<file path="src/rtl/riscv_lsu.sv">
// Load/store unit between the core data port and word-addressed data memory.
// Two-state sequencer with a wait counter; all outputs are combinational.
module riscv_lsu #(
   parameter int unsigned TIMEOUT_CYCLES = 16,
   parameter int unsigned CNT_W          = 8
) (
   input  logic        clk_i,
   input  logic        rst_i,
   input  logic        core_req_i,
   input  logic        core_we_i,
   input  logic [2:0]  core_size_i,
   input  logic [31:0] core_addr_i,
   input  logic [31:0] core_wd_i,
   output logic [31:0] core_rd_o,
   output logic        core_stall_o,
   output logic        err_o,
   output logic        mem_req_o,
   output logic        mem_we_o,
   output logic [3:0]  mem_be_o,
   output logic [31:0] mem_addr_o,
   output logic [31:0] mem_wd_o,
   input  logic [31:0] mem_rd_i,
   input  logic        mem_ready_i
);

   typedef enum logic {IDLE, BUSY} state_t;

   localparam logic [CNT_W-1:0] TO_LAST =
      (TIMEOUT_CYCLES == 0) ? '0 : CNT_W'(TIMEOUT_CYCLES - 1);

   state_t            state_q, state_d;
   logic [CNT_W-1:0]  cnt_q, cnt_d;

   logic              bad;
   logic              timeout_hit;
   logic [3:0]        be;
   logic [31:0]       wd_rep;
   logic [31:0]       rd_fmt;
   logic [7:0]        byte_sel;
   logic [15:0]       half_sel;

   // Access decode: alignment check, lane enables, store replication, load extraction.
   always_comb begin
      bad      = 1'b0;
      be       = 4'b0000;
      wd_rep   = core_wd_i;
      rd_fmt   = mem_rd_i;
      byte_sel = mem_rd_i[{core_addr_i[1:0], 3'b000} +: 8];
      half_sel = mem_rd_i[{core_addr_i[1], 4'b0000} +: 16];
      case (core_size_i)
         3'd0, 3'd4: begin
            be     = 4'b0001 << core_addr_i[1:0];
            wd_rep = {4{core_wd_i[7:0]}};
            rd_fmt = core_size_i[2] ? {24'b0, byte_sel} : {{24{byte_sel[7]}}, byte_sel};
         end
         3'd1, 3'd5: begin
            bad    = core_addr_i[0];
            be     = 4'b0011 << {core_addr_i[1], 1'b0};
            wd_rep = {2{core_wd_i[15:0]}};
            rd_fmt = core_size_i[2] ? {16'b0, half_sel} : {{16{half_sel[15]}}, half_sel};
         end
         3'd2: begin
            bad    = |core_addr_i[1:0];
            be     = 4'b1111;
         end
         default: bad = 1'b1;
      endcase
   end

   assign timeout_hit = (TIMEOUT_CYCLES != 0) && (cnt_q == TO_LAST);

   always_ff @(posedge clk_i) begin
      if (!rst_i) begin
         state_q <= IDLE;
         cnt_q   <= '0;
      end else begin
         state_q <= state_d;
         cnt_q   <= cnt_d;
      end
   end

   always_comb begin
      state_d = state_q;
      cnt_d   = cnt_q;
      case (state_q)
         IDLE: begin
            cnt_d = '0;
            if (core_req_i && !bad) state_d = BUSY;
         end
         BUSY: begin
            if (mem_ready_i || timeout_hit) state_d = IDLE;
            else                            cnt_d   = cnt_q + CNT_W'(1);
         end
         default: state_d = IDLE;
      endcase
   end

   // Ready has priority over timeout; the bus is only driven for a good access.
   always_comb begin
      core_rd_o    = '0;
      core_stall_o = 1'b0;
      err_o        = 1'b0;
      mem_req_o    = 1'b0;
      mem_we_o     = 1'b0;
      mem_be_o     = 4'b0000;
      mem_addr_o   = '0;
      mem_wd_o     = '0;
      if (rst_i) begin
         case (state_q)
            IDLE: begin
               if (core_req_i) begin
                  if (bad) begin
                     err_o = 1'b1;
                  end else begin
                     mem_req_o    = 1'b1;
                     core_stall_o = 1'b1;
                     mem_we_o     = core_we_i;
                     mem_be_o     = be;
                     mem_addr_o   = {core_addr_i[31:2], 2'b00};
                     mem_wd_o     = wd_rep;
                  end
               end
            end
            BUSY: begin
               mem_be_o   = be;
               mem_addr_o = {core_addr_i[31:2], 2'b00};
               mem_wd_o   = wd_rep;
               if (mem_ready_i) begin
                  mem_req_o = 1'b1;
                  mem_we_o  = core_we_i;
                  core_rd_o = core_we_i ? 32'b0 : rd_fmt;
               end else if (timeout_hit) begin
                  err_o = 1'b1;
               end else begin
                  mem_req_o    = 1'b1;
                  mem_we_o     = core_we_i;
                  core_stall_o = 1'b1;
               end
            end
            default: ;
         endcase
      end
   end

endmodule
</file>
<file path="config.mk">
export PLATFORM = sky130hd
export DESIGN_NAME = riscv_lsu
export DESIGN_NICKNAME = d
export VERILOG_FILES = /design/src/rtl/riscv_lsu.sv
export SDC_FILE = /design/constraint.sdc
export NUM_CORES = 1
export LEC_CHECK = 0
export BUFFER_PORTS_ARGS = -buffer_cell sky130_fd_sc_hd__buf_2
export CAP_MARGIN = 20
export CORE_MARGIN = 5
export CORE_UTILIZATION = 32
export DETAILED_ROUTE_END_ITERATION = 10
export GPL_ROUTABILITY_DRIVEN = 0
export PLACE_DENSITY = 0.83
export SLEW_MARGIN = 0
export SYNTH_ARGS = -nofsm -noshare
export SYNTH_HDL_FRONTEND = slang
export SYNTH_SLANG_ARGS = --single-unit
</file>
<file path="constraint.sdc">
create_clock -name clk_i -period 1.75 [get_ports clk_i]
set_clock_uncertainty 0.15 [all_clocks]
set_input_delay 0.175 -clock clk_i [delete_from_list [all_inputs] [get_ports clk_i]]
set_output_delay 0.175 -clock clk_i [all_outputs]
set_load 0.05 [all_outputs]
</file>
==> results of run 1 <==
[worst min path at each step]
stage               cells after the start  slack, ns  endpoint         from
global route                            3       0.24   state_q        rst_i
global placement                        2       0.35  cnt_q[4]     cnt_q[4]
floorplan                               2       0.21  cnt_q[4]  mem_ready_i
detailed placement                      2       0.36  cnt_q[4]     cnt_q[4]
finish                                  3       0.27   state_q        rst_i
CTS                                     3       0.21   state_q        rst_i
[area by class of cell]
cell class	count	area (sq um)	area share
Multi-Input combinational cell	259	2340	0.419
Antenna cell	1	2.50	0.000447
Clock buffer	4	45.0	0.00805
Tap cell	75	93.8	0.0168
Timing Repair Buffer	289	2900	0.518
Sequential cell	9	186	0.0333
Inverter	6	22.5	0.00403
[synth_stat cells, types with 2 or more instances]
| master | n |
|---|---|
| nand2_1 | 42 |
| buf_6 | 2 |
| xor2_1 | 3 |
| nor4_2 | 2 |
| a221oi_1 | 2 |
| nand3_1 | 6 |
| a32oi_1 | 7 |
| nor2_1 | 47 |
| a22oi_1 | 7 |
| nor3_1 | 4 |
| o21ai_0 | 10 |
| a221o_1 | 7 |
| a21oi_1 | 32 |
| clkbuf_1 | 16 |
| inv_1 | 6 |
| o21a_1 | 2 |
| nand2b_1 | 2 |
| mux2i_1 | 19 |
| dfxtp_1 | 9 |
| buf_4 | 2 |
| nor3b_1 | 2 |
| and4b_1 | 2 |
| xnor2_1 | 2 |
| and3_1 | 40 |
| buf_2 | 7 |
| clkbuf_2 | 2 |
| nor2b_1 | 3 |
[cell families (layout without fill, tap and decap cells)]
family          after synthesis  in the layout
flops                         9              9
buf+inv                      35            299
mux                          20             20
other cells                   1              3
xor+xnor                      5              5
compound gates               72             72
simple gates                159            159
fa+ha+maj                     1              1
[power by group through the flow]
stage | Combinational [W] | Clock [W] | Sequential [W]
after floorplan | 0.000643 | 0 | 0.000212
after global placement | 0.000913 | 0 | 0.000212
after detailed placement | 0.000935 | 0 | 0.000212
after CTS | 0.00116 | 0.000250 | 0.000209
after global routing | 0.00146 | 0.000270 | 0.000209
final | 0.00143 | 0.000252 | 0.000210
[tightest hold or removal path: cells and delay by family]
family	cells	cell delay, ns
buffers and inverters	2	0.30
and+or+nand+nor	1	0.14
[registers in the layout, indices dropped and copies added, names as in the netlist]
name / count
cnt_q: 8
state_q: 1
[metal layers]
layer / routed length, um / GRT usage / part of all wire
met2: 9050 / 0.654 / 0.46
met4: 2050 / 0.227 / 0.11
met1: 5790 / 0.388 / 0.30
met5: 42 / 0 / 0.0022
met3: 2550 / 0.0770 / 0.13
[what timing repair did]
| item | in CTS | in global routing |
|---|---|---|
| setup endpoints to repair | 102 | 102 |
| hold endpoints to repair | 0 | 0 |
| gates resized for setup | 306 | 59 |
| pin swaps | 18 | 18 |
| buffers inserted | 12 | 17 |
| gates cloned | 4 | 7 |
[metrics by stage]
step | utilization | cells | power (W)
after global placement | 0.660 | 603 | 0.00112
after detailed placement | 0.660 | 603 | 0.00115
final | 0.962 | 643 | 0.00190
after global routing | 0.962 | 643 | 0.00194
after CTS | 0.878 | 622 | 0.00162
after floorplan | - | 303 | 0.000856
==> summary.md, run 1 <==
| Metric | Value |
|---|---|
| PD cells | 339 nW/um^2 |
| Final HPWL DP | 8230 um |
| Core area | 5820 sq um |
| Multiplexer area fraction after synthesis | 0.113 |
| Total CTS buffers | 3 |
| Slew HR | 0.584 |
| CP max stage cell | nor3b_2 |
| Die Y | 86.7 um |
| Top-area cell type share of the netlist area | 0.133 |
| Crit-path most repeated cell | buf_4 |
| Clock Latency Late Sink | 0.24 ns |
| Sink Count | 9 |
| Mean Syn Cell Area | 6.24 sq um |
| Max cap viols | 0 |
| Cells after Synth | 302 |
| Cell taking the most area after synthesis | and3_1 |
| DR iter-0 viols | 429 |
| Period utilization | 1.20 |
| Delay-heaviest family, CP | simple AND/OR/NAND/NOR gates |
| Worst setup margin | -0.342 ns |
| LEAKAGE | 2.55 nW |
| Violated checks | setup timing |
| Fin area | 5600 sq um |
| Reg2reg start | cnt_q[0] |
| Int Power | 0.000980 W |
| Reg clk slew, reported paths | 0.05 ns |
| Die span in x | 86.7 um |
| Largest family of logic cells by synthesized area | simple AND/OR/NAND/NOR gates |
| CP Class | input pin to primary output |
| Predominant post-synthesis flop cell | dfxtp_1 |
| Synth Area in Compound Gates | 0.251 |
| Startpoint Class | input pin |
| Critical path, cell by cell | buf_12, buf_4, buf_4, nor3b_2, a32oi_1, nor2_1, a221o_2, buf_8 |
| Crit path capture | core_rd_o[6] |
| Most frequent cells in the layout | buf_2, buf_6, buf_8 |
| Worst path depth | 8 |
| Wirelength, routed | 19500 um |
| Via count | 4319 |
| Post-Place Worst Slack | -0.323 ns |
| Status | finished with violations |
| Port Buf Inserts | 205 |
| Type of the tightest min-delay check | input pin to flip-flop |
| Comb pwr share | 0.756 |
| Reg power frac | 0.111 |
| WHS | 0.265 ns |
| Clk root buf | clkbuf_8 |
| Vias in the first global route | 3888 |
| XOR/XNOR Fraction of Synth Area | 0.0233 |
| CP peak stage delay | 0.52 ns |
| Crit path buffers/inverters | 4 |
| Slew Limit Fails | 0 |
| # rows | 28 |
| Endpoints failing setup | 102 |
| H-Tree Depth | 1 |
| CTS tree | yes |
| Synth Area in Adders | 0.00664 |
| Initial Util | 0.324 |
| F_max | 478 MHz |
| Setup_tns | -25.06 ns |
| Async set-reset flop share out of synthesis | 0 |
| Initial antenna violation count | 1 |
| Post-Synth Simple-Gate Area | 0.421 |
| First-pass GRT wire length | 21400 um |
| Filler Cell Count | 122 |
| CTS max path bufs | 2 |
| Layout cell share with drive strength beyond 1 | 0.758 |
| Register area share after synthesis | 0.0957 |
| P&R area growth vs syn | 197% |
| Largest net degree at the start of global routing | 39 |
| Vias per cell | 6.72 |
| Worst Tran Pin Value | 0.622 ns |
| Commonest non-fill, non-tap cell in the layout | buf_2 |
| Net Switching | 0.000916 W |
| R2R cell count | 7 |
| RSZ-0062 raised after global routing | true |
| Average wire per standard cell | 30.3 um |
| Antenna Violating Nets Remaining | 0 |
| EDFF count, synth | 0 |
| Top area cells in the synthesized netlist | and3_1, mux2i_1, dfxtp_1 |
| FF-to-FF End | cnt_q[3] |
| I/O Pins | 208 |
| Placed Area | 3840 sq um |
| CP Launch Point | core_addr_i[1] |
| Gr usage total | 0.366 |
| Pre-antenna DRT Iters | 5 |
| Fin. Hold Viols | 0 |
| R2R Setup Slk | 0.07 ns |
| Worst-path fanout max | 7 |
| Clock share of power | 0.133 |
| CP Data Arrival Time | 1.77 ns |
| Worst EP required | 1.42 ns |
| CP Capture Type | primary output |
| Nets | 673 |
| Flops & latches, synth | 9 |
| Worst IR Drop VDD | 655 uV |
| Synthesized cell area | 1880 sq um |
| Min Tclk post-route | 2.09 ns |
| GR Overflow Total | 0 |
| Synth warnings | 0 |
| DIE AREA | 7520 sq um |
| Sw Share | 0.483 |
| Distinct cells, synth | 44 |
| Hold bufs inserted after CTS | 0 |
| DRC violations left | 0 |
No activity file was read; power rests on OpenSTA's default activity.
==> inputs of run 2 (changes only) <==
- GPL_TIMING_DRIVEN: not set -> 0
- SKIP_CTS_REPAIR_TIMING: not set -> 1
==> summary.md, run 2 (synthesis gave the netlist of run 1 again) <==
| Metric | Value |
|---|---|
| # rows | 28 |
| Final Util | 0.843 |
| Startpoint Class | input pin |
| CP Data Arrival Time | 1.82 ns |
| R2R Setup Slk | 0.13 ns |
| CP Class | input pin to primary output |
| Worst Tran Pin Value | 0.602 ns |
| DIE AREA | 7520 sq um |
| Max cap viols | 0 |
| DR iter-0 viols | 373 |
| Violated checks | setup timing |
| Comb pwr share | 0.727 |
| Slew Limit Fails | 0 |
| Die Y | 86.7 um |
| Gr usage total | 0.246 |
| Crit-path most repeated cell | buf_6 |
| Nets | 644 |
| Most frequent cells in the layout | buf_2, buf_8, buf_6 |
| Period utilization | 1.22 |
| WHS | 0.197 ns |
| GR Overflow Total | 0 |
| Fin. Hold Viols | 0 |
| I/O Pins | 208 |
| Sw Share | 0.490 |
| Status | finished with violations |
| Worst-path fanout max | 10 |
| Setup_tns | -18.57 ns |
| Sink Count | 9 |
| DRC violations left | 0 |
| Pre-antenna DRT Iters | 5 |
| Min Tclk post-route | 2.14 ns |
| R2R cell count | 6 |
| Min-delay src | mem_ready_i |
| Worst Hold End | cnt_q[4] |
| CP max stage cell | a21oi_1 |
| RSZ-0062 raised after global routing | true |
| Antenna Violating Nets Remaining | 0 |
| Port Buf Inserts | 201 |
| CP Capture Type | primary output |
| Average wire per standard cell | 23.1 um |
| Reg2reg start | cnt_q[1] |
| Regs by FF count | cnt_q (8), state_q (1) |
| Die span in x | 86.7 um |
| First-pass GRT wire length | 15100 um |
| CP peak stage delay | 0.41 ns |
| Clk root buf | clkbuf_8 |
| CTS max path bufs | 2 |
| Worst setup margin | -0.390 ns |
| Max FFs per register | 8 |
| Via count | 3665 |
| FF-to-FF End | cnt_q[4] |
| Reg power frac | 0.126 |
| CTS tree | yes |
| Vias in the first global route | 3131 |
| Core area | 5820 sq um |
| Initial Util | 0.324 |
| Largest net degree at the start of global routing | 11 |
| P&R area growth vs syn | 160% |
| Int Power | 0.000836 W |
| Critical path, cell by cell | buf_6, nand2b_1, clkbuf_1, a21oi_1, nor2_4, a221o_2, buf_6 |
| Reg clk slew, reported paths | 0.05 ns |
| Clock Latency Late Sink | 0.23 ns |
| Hold Path Stages | 3 |
| Net Switching | 0.000802 W |
| Clock share of power | 0.147 |
| Type of the tightest min-delay check | input pin to flip-flop |
| Slew HR | 0.597 |
| Final HPWL DP | 8170 um |
| H-Tree Depth | 1 |
| Initial antenna violation count | 2 |
| LEAKAGE | 2.26 nW |
| Worst IR Drop VDD | 627 uV |
| Largest Register | cnt_q |
| Total CTS buffers | 3 |
| Commonest non-fill, non-tap cell in the layout | buf_2 |
| F_max | 467 MHz |
| Vias per cell | 5.96 |
| Worst EP required | 1.42 ns |
| Endpoints failing setup | 102 |
| Wirelength, routed | 14200 um |
| PD cells | 334 nW/um^2 |
| Layout cell share with drive strength beyond 1 | 0.721 |
run 2: cell types whose count changed in the layout (fill, tap and decap cells not counted), sizes merged:
| cell | before | now |
|---|---|---|
| clkbuf | 9 | 25 |
| diode | 1 | 2 |
| buf | 284 | 239 |
run 2: power by group through the flow:
stage / Sequential [W] / Combinational [W] / Clock [W]
6_report: 0.000206 / 0.00119 / 0.000240
2_1_floorplan: 0.000212 / 0.000643 / 0
4_1_cts: 0.000209 / 0.000909 / 0.000246
3_3_place_gp: 0.000212 / 0.000890 / 0
3_5_place_dp: 0.000212 / 0.000906 / 0
5_1_grt: 0.000206 / 0.00123 / 0.000258
run 2: through the flow:
| step | power, W | area, sq um | setup slack (ns) | instances |
|---|---|---|---|---|
| 5_1_grt | 0.00169 | 4900 | -0.496 | 615 |
| 3_5_place_dp | 0.00112 | 3610 | -0.648 | 579 |
| 6_report | 0.00164 | 4900 | -0.390 | 615 |
| 2_1_floorplan | 0.000856 | 2510 | -0.193 | 303 |
| 4_1_cts | 0.00136 | 3650 | -0.919 | 583 |
| 3_3_place_gp | 0.00110 | 3610 | -0.614 | 579 |
run 2: worst max-delay path by stage:
stage | endpoint | startpoint
floorplan | core_rd_o[15] | core_addr_i[1]
global placement | core_rd_o[25] | state_q
detailed placement | core_rd_o[21] | state_q
CTS | core_rd_o[23] | state_q
global route | core_rd_o[5] | core_size_i[0]
finish | core_rd_o[5] | core_size_i[0]
run 2: routing by layer:
layer,part of all wire,GRT usage,vias up
met5,0,0,-
met2,0.54,0.439,299
li1,-,-,1569
met1,0.32,0.293,1708
met4,0.059,0.0637,0
met3,0.081,0.0589,89
run 2: final cells by class:
class | count | area [sq um]
multi-input cells | 259 | 2270
repair buffers | 231 | 1990
fillers | 300 | 915
plain buffers | 29 | 285
flip-flops and latches | 9 | 191
well taps | 75 | 93.8
clock buffers | 4 | 45.0
inverters | 6 | 22.5
diodes | 2 | 5.00
run 2: critical path, delay by kind of cell:
family	cells	cell delay [ns]
simple gates	2	0.27
compound gates	2	0.80
buf+inv	3	0.57
==> inputs of run 3 (changes only) <==
- SETUP_SLACK_MARGIN: not set -> 0.2
==> summary.md, run 3 (synthesis gave the netlist of run 1 again) <==
| Metric | Value |
|---|---|
| Status | finished with violations |
| Violated checks | setup timing |
| CP max stage cell | nor3b_1 |
| Net Switching | 0.000776 W |
| Total CTS buffers | 3 |
| Average wire per standard cell | 21.4 um |
| Reg2reg start | cnt_q[0] |
| Clock share of power | 0.155 |
| Most frequent cells in the layout | buf_2, buf_6, and3_4 |
| CP Launch Point | core_addr_i[0] |
| I/O Pins | 208 |
| Pre-antenna DRT Iters | 7 |
| Startpoint Class | input pin |
| GR Overflow Total | 0 |
| Commonest non-fill, non-tap cell in the layout | buf_2 |
| Worst EP required | 1.42 ns |
| Worst setup margin | -0.444 ns |
| Max cap viols | 0 |
| CP peak stage delay | 0.84 ns |
| Core area | 5820 sq um |
| F_max | 456 MHz |
| Via count | 3532 |
| Fin cells | 606 |
| Antenna Violating Nets Remaining | 0 |
| Min Tclk post-route | 2.19 ns |
| Clock Latency Late Sink | 0.23 ns |
| Reg power frac | 0.132 |
| Critical path, cell by cell | buf_2, nor3b_1, a32oi_1, nor2_1, a221o_2, buf_6 |
| Largest Register | cnt_q |
| Placed Cells | 579 |
| CTS tree | yes |
| Pwr Total | 0.00157 W |
| Sink Count | 9 |
| RSZ-0062 raised after global routing | true |
| Reg clk slew, reported paths | 0.04 ns |
| CTS max path bufs | 2 |
| CP Class | input pin to primary output |
| Gr usage total | 0.242 |
| DIE AREA | 7520 sq um |
| Fin. Hold Viols | 0 |
| DRC violations left | 0 |
| CP Capture Type | primary output |
| Slew HR | 0.331 |
| P&R area growth vs syn | 151% |
| Slew Limit Fails | 0 |
| Period utilization | 1.25 |
| PD cells | 332 nW/um^2 |
| Endpoints failing setup | 102 |
| Die span in x | 86.7 um |
| Sw Share | 0.496 |
| Layout cell share with drive strength beyond 1 | 0.706 |
| Regs by FF count | cnt_q (8), state_q (1) |
| Type of the tightest min-delay check | input pin to flip-flop |
| Nets | 636 |
| H-Tree Depth | 1 |
| Die Y | 86.7 um |
| Wirelength, routed | 13000 um |
| First-pass GRT wire length | 14700 um |
| Worst IR Drop VDD | 372 uV |
| Int Power | 0.000790 W |
| Clk root buf | clkbuf_8 |
| Port Buf Inserts | 201 |
| Comb pwr share | 0.713 |
| Worst-path fanout max | 7 |
| Min-delay src | mem_ready_i |
| DR iter-0 viols | 350 |
| Vias in the first global route | 2903 |
| LEAKAGE | 2.17 nW |
| # rows | 28 |
| Initial Util | 0.324 |
| CP Data Arrival Time | 1.87 ns |
| Max FFs per register | 8 |
| Largest net degree at the start of global routing | 11 |
| Final HPWL DP | 8390 um |
| Worst Tran Pin Value | 1.00 ns |
| Vias per cell | 5.83 |
| Initial antenna violation count | 1 |
## run 3: cell count changes in the layout (fill, tap and decap cells not counted), sizes merged
cell    before  now
buf        239  235
clkbuf      25   21
diode        2    1
## run 3: critical path: cells and delay by family
| kind | cells | cell delay [ns] |
|---|---|---|
| buffers and inverters | 2 | 0.36 |
| AND/OR/NAND/NOR | 2 | 1.05 |
| AO/OA/AOI/OAI | 2 | 0.28 |
## run 3: path summary, 6_finish.rpt
kind | end | slack [ns] | cells after the start
setup reg to reg | cnt_q[2] | 0.17 | 6
hold / removal | cnt_q[4] | 0.19 | 3
hold reg to reg | cnt_q[4] | 0.37 | 2
setup / recovery | core_rd_o[4] | -0.44 | 6
## run 3: layout make-up
type / instances / area, sq um
diodes: 1 / 2.50
multi-input cells: 259 / 2390
plain buffers: 29 / 273
well taps: 75 / 93.8
inverters: 6 / 22.5
repair buffers: 223 / 1700
fillers: 316 / 1100
clock buffers: 4 / 45.0
flip-flops and latches: 9 / 191
## run 3: metal layers
| metal | vias up | part of all wire | GRT usage |
|---|---|---|---|
| li1 | 1554 | - | - |
| met1 | 1645 | 0.34 | 0.296 |
| met2 | 264 | 0.51 | 0.432 |
| met3 | 69 | 0.11 | 0.0551 |
| met4 | 0 | 0.044 | 0.0467 |
| met5 | - | 0 | 0 |
## run 3: power by group through the flow
stage,clock network (W),registers (W),logic [W]
2_1_floorplan,0,0.000213,0.000670
3_3_place_gp,0,0.000213,0.000916
3_5_place_dp,0,0.000213,0.000933
4_1_cts,0.000248,0.000209,0.000936
5_1_grt,0.000263,0.000206,0.00116
6_report,0.000242,0.000207,0.00112
## run 3: stage by stage
| step | hold WS (ns) | TNS, ns | utilization | area [sq um] | setup slack [ns] |
|---|---|---|---|---|---|
| 3_5_place_dp | 0.379 | -26.86 | 0.664 | 3860 | -0.516 |
| 5_1_grt | 0.210 | -30.45 | 0.812 | 4720 | -0.455 |
| 2_1_floorplan | 0.206 | -4.50 | - | 2760 | -0.192 |
| 6_report | 0.187 | -25.41 | 0.812 | 4720 | -0.444 |
| 4_1_cts | 0.193 | -33.93 | 0.671 | 3910 | -0.778 |
| 3_3_place_gp | 0.362 | -24.28 | 0.664 | 3860 | -0.523 |
